**src/rtl/periph_pkg.sv**
```systemverilog
// Shared constants for the memory-mapped peripheral block: word offsets inside
// the 32-byte window and TCON bit positions.
package periph_pkg;

  localparam logic [2:0] OFF_TH      = 3'd0;
  localparam logic [2:0] OFF_TL      = 3'd1;
  localparam logic [2:0] OFF_TCON    = 3'd2;
  localparam logic [2:0] OFF_LEDS    = 3'd3;
  localparam logic [2:0] OFF_DIGITS  = 3'd4;
  localparam logic [2:0] OFF_SYSTICK = 3'd5;

  localparam int TCON_EN    = 0;
  localparam int TCON_IRQEN = 1;
  localparam int TCON_STAT  = 2;

endpackage

```
**src/rtl/periph_timer_core.sv**
```systemverilog
// Reload timer: TH/TL/TCON registers, overflow/reload logic and the merge of
// CPU writes with same-cycle timer updates.
module periph_timer_core
  import periph_pkg::*;
(
  input  logic        clk,
  input  logic        reset,
  input  logic        wr_en_i,
  input  logic [2:0]  wr_sel_i,
  input  logic [31:0] wr_data_i,
  output logic [31:0] th_o,
  output logic [31:0] tl_o,
  output logic [2:0]  tcon_o,
  output logic        irq_o
);

  logic [31:0] th_q, th_d;
  logic [31:0] tl_q, tl_d;
  logic [2:0]  tcon_q, tcon_d;
  logic        ovf;

  assign ovf = tcon_q[TCON_EN] && (tl_q == 32'hFFFF_FFFF);

  // NOTE: every always_comb output gets a default first, so no path can infer a latch.
  always_comb begin
    th_d   = th_q;
    tl_d   = tl_q;
    tcon_d = tcon_q;
    if (tcon_q[TCON_EN]) tl_d = ovf ? th_q : tl_q + 32'd1;
    if (ovf && tcon_q[TCON_IRQEN]) tcon_d[TCON_STAT] = 1'b1;
    if (wr_en_i) begin
      case (wr_sel_i)
        OFF_TH: th_d = wr_data_i;
        OFF_TL: tl_d = wr_data_i;
        OFF_TCON: begin
          // A software write must not swallow an overflow landing in the same cycle.
          tcon_d = wr_data_i[2:0];
          if (ovf && wr_data_i[TCON_IRQEN]) tcon_d[TCON_STAT] = 1'b1;
        end
        default: ;
      endcase
    end
  end

  // NOTE: sequential state uses non-blocking assignments; reset is sampled on the clock edge.
  always_ff @(posedge clk) begin
    if (!reset) begin
      th_q   <= '0;
      tl_q   <= '0;
      tcon_q <= '0;
    end else begin
      th_q   <= th_d;
      tl_q   <= tl_d;
      tcon_q <= tcon_d;
    end
  end

  assign th_o   = th_q;
  assign tl_o   = tl_q;
  assign tcon_o = tcon_q;
  assign irq_o  = tcon_q[TCON_STAT] & tcon_q[TCON_IRQEN];

endmodule

```
**src/rtl/periph_mmio_responder.sv**
```systemverilog
// MMIO responder for a 32-byte window: decode, read mux, LEDS, DIGITS and an
// optional SYSTICK counter (present when PERIPH_SYSTICK_EN is defined).
module periph_mmio_responder
  import periph_pkg::*;
#(
  parameter logic [31:0] BASE_ADDR   = 32'h4000_0000,
  parameter int          LED_WIDTH   = 8,
  parameter int          DIGIT_WIDTH = 12
) (
  input  logic                   clk,
  input  logic                   reset,
  input  logic [31:0]            i_address,
  input  logic [31:0]            i_mem_write_data,
  input  logic                   i_mem_read,
  input  logic                   i_mem_write,
  output logic [31:0]            o_mem_read_data,
  output logic                   o_hit,
  output logic                   o_irq,
  output logic [LED_WIDTH-1:0]   o_leds,
  output logic [DIGIT_WIDTH-1:0] o_digits
);

  logic [2:0]             sel;
  logic                   wr_en;
  logic [31:0]            th, tl;
  logic [2:0]             tcon;
  logic [LED_WIDTH-1:0]   leds_q;
  logic [DIGIT_WIDTH-1:0] digits_q;
  logic                   unused_byte_lanes;

  assign o_hit             = (i_address[31:5] == BASE_ADDR[31:5]);
  assign sel               = i_address[4:2];
  assign wr_en             = i_mem_write && o_hit;
  assign unused_byte_lanes = ^i_address[1:0];

  periph_timer_core u_timer (
    .clk       (clk),
    .reset     (reset),
    .wr_en_i   (wr_en),
    .wr_sel_i  (sel),
    .wr_data_i (i_mem_write_data),
    .th_o      (th),
    .tl_o      (tl),
    .tcon_o    (tcon),
    .irq_o     (o_irq)
  );

  always_ff @(posedge clk) begin
    if (!reset) begin
      leds_q   <= '0;
      digits_q <= '0;
    end else if (wr_en) begin
      if (sel == OFF_LEDS)   leds_q   <= i_mem_write_data[LED_WIDTH-1:0];
      if (sel == OFF_DIGITS) digits_q <= i_mem_write_data[DIGIT_WIDTH-1:0];
    end
  end

`ifdef PERIPH_SYSTICK_EN
  logic [31:0] systick_q;

  always_ff @(posedge clk) begin
    if (!reset) systick_q <= '0;
    else        systick_q <= systick_q + 32'd1;
  end
`endif

  always_comb begin
    o_mem_read_data = '0;
    if (i_mem_read && o_hit) begin
      case (sel)
        OFF_TH:     o_mem_read_data = th;
        OFF_TL:     o_mem_read_data = tl;
        OFF_TCON:   o_mem_read_data = {29'd0, tcon};
        OFF_LEDS:   o_mem_read_data = 32'(leds_q);
        OFF_DIGITS: o_mem_read_data = 32'(digits_q);
`ifdef PERIPH_SYSTICK_EN
        OFF_SYSTICK: o_mem_read_data = systick_q;
`endif
        default:    o_mem_read_data = '0;
      endcase
    end
  end

  assign o_leds   = leds_q;
  assign o_digits = digits_q;

endmodule

```
**config.mk**
```make
export PLATFORM = sky130hd
export DESIGN_NAME = periph_mmio_responder
export DESIGN_NICKNAME = d
export VERILOG_FILES = /design/src/rtl/periph_pkg.sv /design/src/rtl/periph_timer_core.sv /design/src/rtl/periph_mmio_responder.sv
export SDC_FILE = /design/constraint.sdc
export NUM_CORES = 1
export LEC_CHECK = 0
export CAP_MARGIN = 5
export CORE_MARGIN = 2
export CORE_UTILIZATION = 50
export DETAILED_ROUTE_END_ITERATION = 6
export MAX_ROUTING_LAYER = met4
export PLACE_DENSITY = 0.87
export SYNTH_ARGS = -nofsm -noshare
export SYNTH_HDL_FRONTEND = slang
export SYNTH_SLANG_ARGS = --single-unit
```
**constraint.sdc**
```tcl
create_clock -name clk -period 2.94 [get_ports clk]
set_input_delay 0.588 -clock clk [delete_from_list [all_inputs] [get_ports clk]]
set_output_delay 0.588 -clock clk [all_outputs]
set_load 0.005 [all_outputs]
```
==> results.json, run 1 <==
{
  "cts_buffers": 9,
  "yosysSeqAreaShare": 0.3381,
  "fmax_ghz": 0.3237,
  "synth_most_common_cell": "nand2_1",
  "cpPeakStageDelay_ns": 0.50,
  "ys_warn_count": 0,
  "violations": "negative setup slack",
  "fp-row-count": 37,
  "status": "finished with violations",
  "crit_chain": "clkdlybuf4s50_1 -> buf_6 -> buf_4 -> nor3_4 -> buf_4 -> a22oi_1 -> nor2_1 -> clkdlybuf4s50_1",
  "final_layout_size_suffix_gt1_frac": 0.2064,
  "end_kind": "primary output",
  "fin_area_sq_um": 7470,
  "drv_cap": 0,
  "seqCellArea_sq_um": 1742,
  "nNetsFinal": 942,
  "totalPowerFinal_w": 0.002350,
  "finalCritPeriodShare": 1.051,
  "drc": 0,
  "synth_seq_cells": 87,
  "grt_max_degree": 35,
  "routabilityCongestion": 0.9647,
  "synth_area_sq_um": 5151,
  "fill_cells": 778,
  "grt_util_met1": 0.4594,
  "clock_path_buffers": 2,
  "synthTopCellsByCount": "nand2_1, dfxtp_1, nor2_1",
  "finalMaxSlewViolations": 0,
  "drt_iter0_drc": 766,
  "period_minus_slack_ns": 3.089,
  "cts_hold_buf": 0,
  "vias": 6398,
  "crit_type": "in -> out",
  "rsz0062_at_grt": "true",
  "diodes": 0,
  "core_sq_um": 10180,
  "start_kind": "input pin",
  "ys_types": 61,
  "cts.sinks": 87,
  "fin_ws_ns": -0.1489,
  "hpwlAfterDp_mm": 13.86,
  "arrival_ns": 2.50,
  "grt_pass1_wl_mm": 31.67,
  "clk_pin_slew_ns": 0.08,
  "min-delay-path-class": "reg -> reg",
  "relSlewSlack": 0.5440,
  "first_pass_iters": 6,
  "multi_input_area_sq_um": 3294,
  "avgRoutedWirePerCell_microns": 20.26,
  "slowest_stage": "clkdlybuf4s50_1",
  "p_leak_nw": 2.700,
  "vdd_drop_max_v": 0.0002374,
  "die_x_microns": 105.5,
  "fin_worst_skew_ns": 0.01119,
  "finalHoldViolCount": 0,
  "cellPowerDensity_nw_per_um2": 314.6,
  "grt.busiest_layer": "met2",
  "dpl_cell_area_sq_um": 6912,
  "tritoncts": "yes",
  "met2_usage": 0.5866,
  "wl_mm": 20.53,
  "synth_largest_area_cell": "dfxtp_1",
  "cp.required_ns": 2.35,
  "synthFlopType": "dfxtp_1",
  "start_util": 0.5058,
  "area_growth_syn_to_layout_pct": 45.01,
  "grt_usage": 0.3659,
  "drt.antenna.violating_nets": 0,
  "postSynth.asyncResetShare": 0,
  "synth_edf_count": 0,
  "synthCells": 690,
  "synth_top_area_frac": 0.3381,
  "setup-tns-final_ns": -0.8114,
  "fp.dieH_microns": 105.5,
  "setup-violations-final": 11,
  "portBuffers": 119,
  "clock_latency_ns": 0.36,
  "io_pins": 122,
  "overflow": 0,
  "h-tree-depth": 3,
  "via_per_inst": 6.316,
  "root_buffer": "clkbuf_8",
  "synthesis.nets": 759,
  "synth_area_per_cell_sq_um": 7.465,
  "critPathMaxFanout": 6,
  "worst_pin_slew_ns": 0.6809,
  "r2r_slack_ns": 0.47,
  "yosys-top-cells-area": "dfxtp_1, nand2_1, a21oi_1",
  "grt_pass1_vias": 6115,
  "groute.layer.met3.usage": 0.06061,
  "antenna_found_initial": 0,
  "die_area_sq_um": 11130
}
[metal layers]
layer / up-vias / share of wire / wire, microns
met3: 67 / 0.10 / 2045
met2: 414 / 0.48 / 9782
met1: 3011 / 0.39 / 7966
met5: - / 0 / 0
li1: 2906 / - / -
met4: 0 / 0.036 / 733
[power breakdown]
group / internal (W) / switching [W]
Combinational: 0.000125 / 0.000114
Clock: 0.000499 / 0.000431
Sequential: 0.00118 / 0.00000336
Total: 0.00180 / 0.000548
[what timing repair did]
item | 4_1_cts | 5_1_grt
setup endpoints to repair | 32 | 32
gates cloned | 2 | 1
endpoints found under the hold margin | 0 | 0
buffers inserted | 20 | 12
pin swaps | 14 | 12
resized for setup | 94 | 66
[area by class of cell]
type                       instances  share of cell area
multi-input combinational        534              0.4410
timing repair buffer             229              0.2685
sequential                        87              0.2332
tap                              136             0.02278
clock buffer                      12             0.01943
clock inverter                     3            0.009045
inverter                          12            0.006030
[worst max-delay path, delay by kind of cell]
| family | cells | cell delay (ns) |
|---|---|---|
| and+or+nand+nor | 2 | 0.36 |
| AOI/OAI and AO/OA | 1 | 0.11 |
| buffers and inverters | 5 | 1.44 |
[cell usage in the layout (no fill, tap or decap), types with 4 or more instances in the layout]
cell	count
nand2_1	100
o21ai_0	33
and2_1	5
buf_2	5
buf_12	4
a211oi_1	4
dlygate4sd2_1	16
dlymetal6s2s_1	8
nand4_1	12
nor4_2	6
inv_1	11
clkbuf_2	18
mux2i_1	29
xnor2_1	8
clkdlybuf4s50_1	65
nor4_1	18
nand3_1	26
nor3_2	4
and3_1	5
nor3_4	4
a31oi_1	21
a22oi_1	25
and4_1	10
dfxtp_1	87
buf_4	95
a21oi_1	59
nor3_1	10
xor2_1	6
or3_1	4
nor2_1	73
clkdlybuf4s15_1	6
buf_6	9
clkbuf_8	10
o31ai_1	5
[metrics by stage]
step,setup slack (ns),cells,util,hold slack (ns)
after CTS,-0.1149,1001,0.7219,0.4787
after detailed placement,-0.4234,964,0.6786,0.4668
after floorplan,0.4364,690,-,0.4450
after global placement,-0.4184,964,0.6786,0.4571
after global routing,-0.2091,1013,0.7334,0.5107
final,-0.1489,1013,0.7334,0.4746
[worst paths after layout]
kind | start | to | cells after the start
max | i_address[4] | o_mem_read_data[30] | 8
max reg2reg | u_timer.tl_o[0] | u_timer.tl_o[18] | 6
min reg2reg | u_timer.th_o[6] | u_timer.th_o[6] | 2
min | u_timer.th_o[6] | u_timer.th_o[6] | 2
[sequential cells by signal, indices dropped and copies added (netlist names)]
| name | cells |
|---|---|
| u_timer.tcon_o | 3 |
| u_timer.th_o | 32 |
| o_digits | 12 |
| o_leds | 8 |
| u_timer.tl_o | 32 |
[cells by family after synthesis]
family	Yosys count	synth area share
DFF	87	0.3381
muxes	31	0.06072
and+or+nand+nor	300	0.2818
buffers and inverters	69	0.05489
xor gates and xnor gates	14	0.02380
AOI/OAI and AO/OA	188	0.2383
adders and majority gates	1	0.002429
Note: power is estimated with default switching activity, not from simulation.
==> run 2, diff against run 1 <==
- CELL_PAD_IN_SITES_DETAIL_PLACEMENT: unset -> 0
- CELL_PAD_IN_SITES_GLOBAL_PLACEMENT: unset -> 1
- CORE_UTILIZATION: 50 -> 36
- SLEW_MARGIN: unset -> 20
==> results.json, run 2 (same netlist as run 1, synthesis figures left out) <==
{
  "crit_path_frequent_cell": "dlygate4sd2_1",
  "fp.dieH_microns": 123.6,
  "end_kind": "primary output",
  "setup-violations-final": 0,
  "vdd_drop_max_v": 0.0002469,
  "first_pass_iters": 5,
  "period_minus_slack_ns": 2.881,
  "drv_cap": 0,
  "critPathMaxFanout": 6,
  "slowest_stage": "nor4_2",
  "hold_depth": 2,
  "die_area_sq_um": 15280,
  "worst_pin_slew_ns": 0.7279,
  "root_buffer": "clkbuf_16",
  "finalCritPeriodShare": 0.9798,
  "grt.busiest_layer": "met2",
  "area_growth_syn_to_layout_pct": 46.15,
  "drt_iter0_drc": 588,
  "overflow": 0,
  "crit_type": "in -> out",
  "routabilityCongestion": 0.9907,
  "wl_mm": 19.97,
  "fmax_ghz": 0.3471,
  "timing.hold.ws_ns": 0.4686,
  "finalHoldViolCount": 0,
  "groute.layer.met3.usage": 0.03984,
  "drc": 0,
  "relSlewSlack": 0.5125,
  "io_pins": 122,
  "tritoncts": "yes",
  "core_sq_um": 13930,
  "r2r_end": "u_timer.tl_o[3]",
  "placed_cells": 1013,
  "finalMaxSlewViolations": 0,
  "hold_end": "u_timer.th_o[31]",
  "h-tree-depth": 3,
  "totalPowerFinal_w": 0.002511,
  "portBuffers": 119,
  "clock_latency_ns": 0.35,
  "mostFrequentLayoutCells": "nand2_1, buf_4, dfxtp_1",
  "cts_buffers": 9,
  "cp.required_ns": 2.35,
  "crit_chain": "dlygate4sd2_1 -> nor4_2 -> nand4_1 -> nor2_4 -> nand3_2 -> buf_12 -> buf_4 -> nor2_2 -> dlygate4sd2_1",
  "vias": 6076,
  "clock_path_buffers": 2,
  "die_x_microns": 123.6,
  "grt_max_degree": 26,
  "status": "finished clean",
  "nNetsFinal": 932,
  "worstHoldStart": "u_timer.th_o[31]",
  "avgRoutedWirePerCell_microns": 19.07,
  "fin_ws_ns": 0.05927,
  "clk_pin_slew_ns": 0.06,
  "hpwlAfterDp_mm": 14.11,
  "grt_usage": 0.2687,
  "start_kind": "input pin",
  "reg2regPathDepth": 7,
  "r2r_slack_ns": 0.40,
  "fp-row-count": 43,
  "cts_hold_buf": 0,
  "grt_pass1_vias": 5908,
  "p_leak_nw": 2.713,
  "met2_usage": 0.4179,
  "drt.antenna.violating_nets": 0,
  "fin_worst_skew_ns": 0.004495,
  "fin_cells": 1047,
  "via_per_inst": 5.803,
  "grt_pass1_wl_mm": 30.71,
  "grt_util_met1": 0.3506,
  "start_util": 0.3697,
  "r2r-start": "u_timer.tl_o[3]",
  "arrival_ns": 2.29,
  "cpPeakStageDelay_ns": 0.27,
  "cts.sinks": 87,
  "final_layout_size_suffix_gt1_frac": 0.1857,
  "layout_commonest_cell": "nand2_1",
  "pre_cts_slack_ns": -0.4820,
  "min-delay-path-class": "reg -> reg",
  "antenna_found_initial": 0,
  "cellPowerDensity_nw_per_um2": 333.6,
  "diodes": 0
}
[run 2: stage by stage]
| step | area [sq um] | util | TNS, ns |
|---|---|---|---|
| global route | 7528 | 0.5403 | -0.2792 |
| floorplan | 5151 | - | 0 |
| detailed placement | 6979 | 0.5009 | -13.60 |
| finish | 7528 | 0.5403 | 0 |
| global placement | 6979 | 0.5009 | -11.61 |
| CTS | 7458 | 0.5352 | -0.1107 |
[run 2: critical path: cells and delay by family]
family        cells  cell delay [ns]
buf+inv           4             0.80
simple gates      5             0.89
[run 2: how the worst max path moves through the flow]
stage | from | to | slack (ns) | cells past startpoint
global placement | i_address[15] | o_mem_read_data[9] | -0.40 | 8
global route | i_address[24] | o_mem_read_data[12] | -0.04 | 10
detailed placement | i_address[15] | o_mem_read_data[10] | -0.48 | 8
floorplan | i_address[15] | o_mem_read_data[10] | 0.44 | 6
finish | i_address[16] | o_mem_read_data[12] | 0.06 | 9
CTS | i_address[17] | o_mem_read_data[10] | -0.11 | 11
[run 2: power by group]
| group | switching [W] | internal [W] |
|---|---|---|
| clock network | 0.000461 | 0.000639 |
| logic | 0.000108 | 0.000121 |
| registers | 0.00000330 | 0.00118 |
[run 2: cell type report]
class                   instances  area (sq um)
clock buffers                  15         277.8
fillers                      1297          6406
inverters                      12         45.04
multi-input cells             534          3307
flip-flops and latches         87          1742
well taps                     180         225.2
repair buffers                219          1932
[run 2: timing repair]
action                     in CTS  in global routing
setup buffers                  15                  4
cloned                          1                  0
pin swaps                      13                 15
setup endpoints to repair      33                 27
gates resized for setup       100                 37
[run 2: routing by layer]
metal	vias up	routed length, microns
met5	-	0
li1	2877	-
met2	278	9217
met4	0	450
met1	2887	8838
met3	34	1459
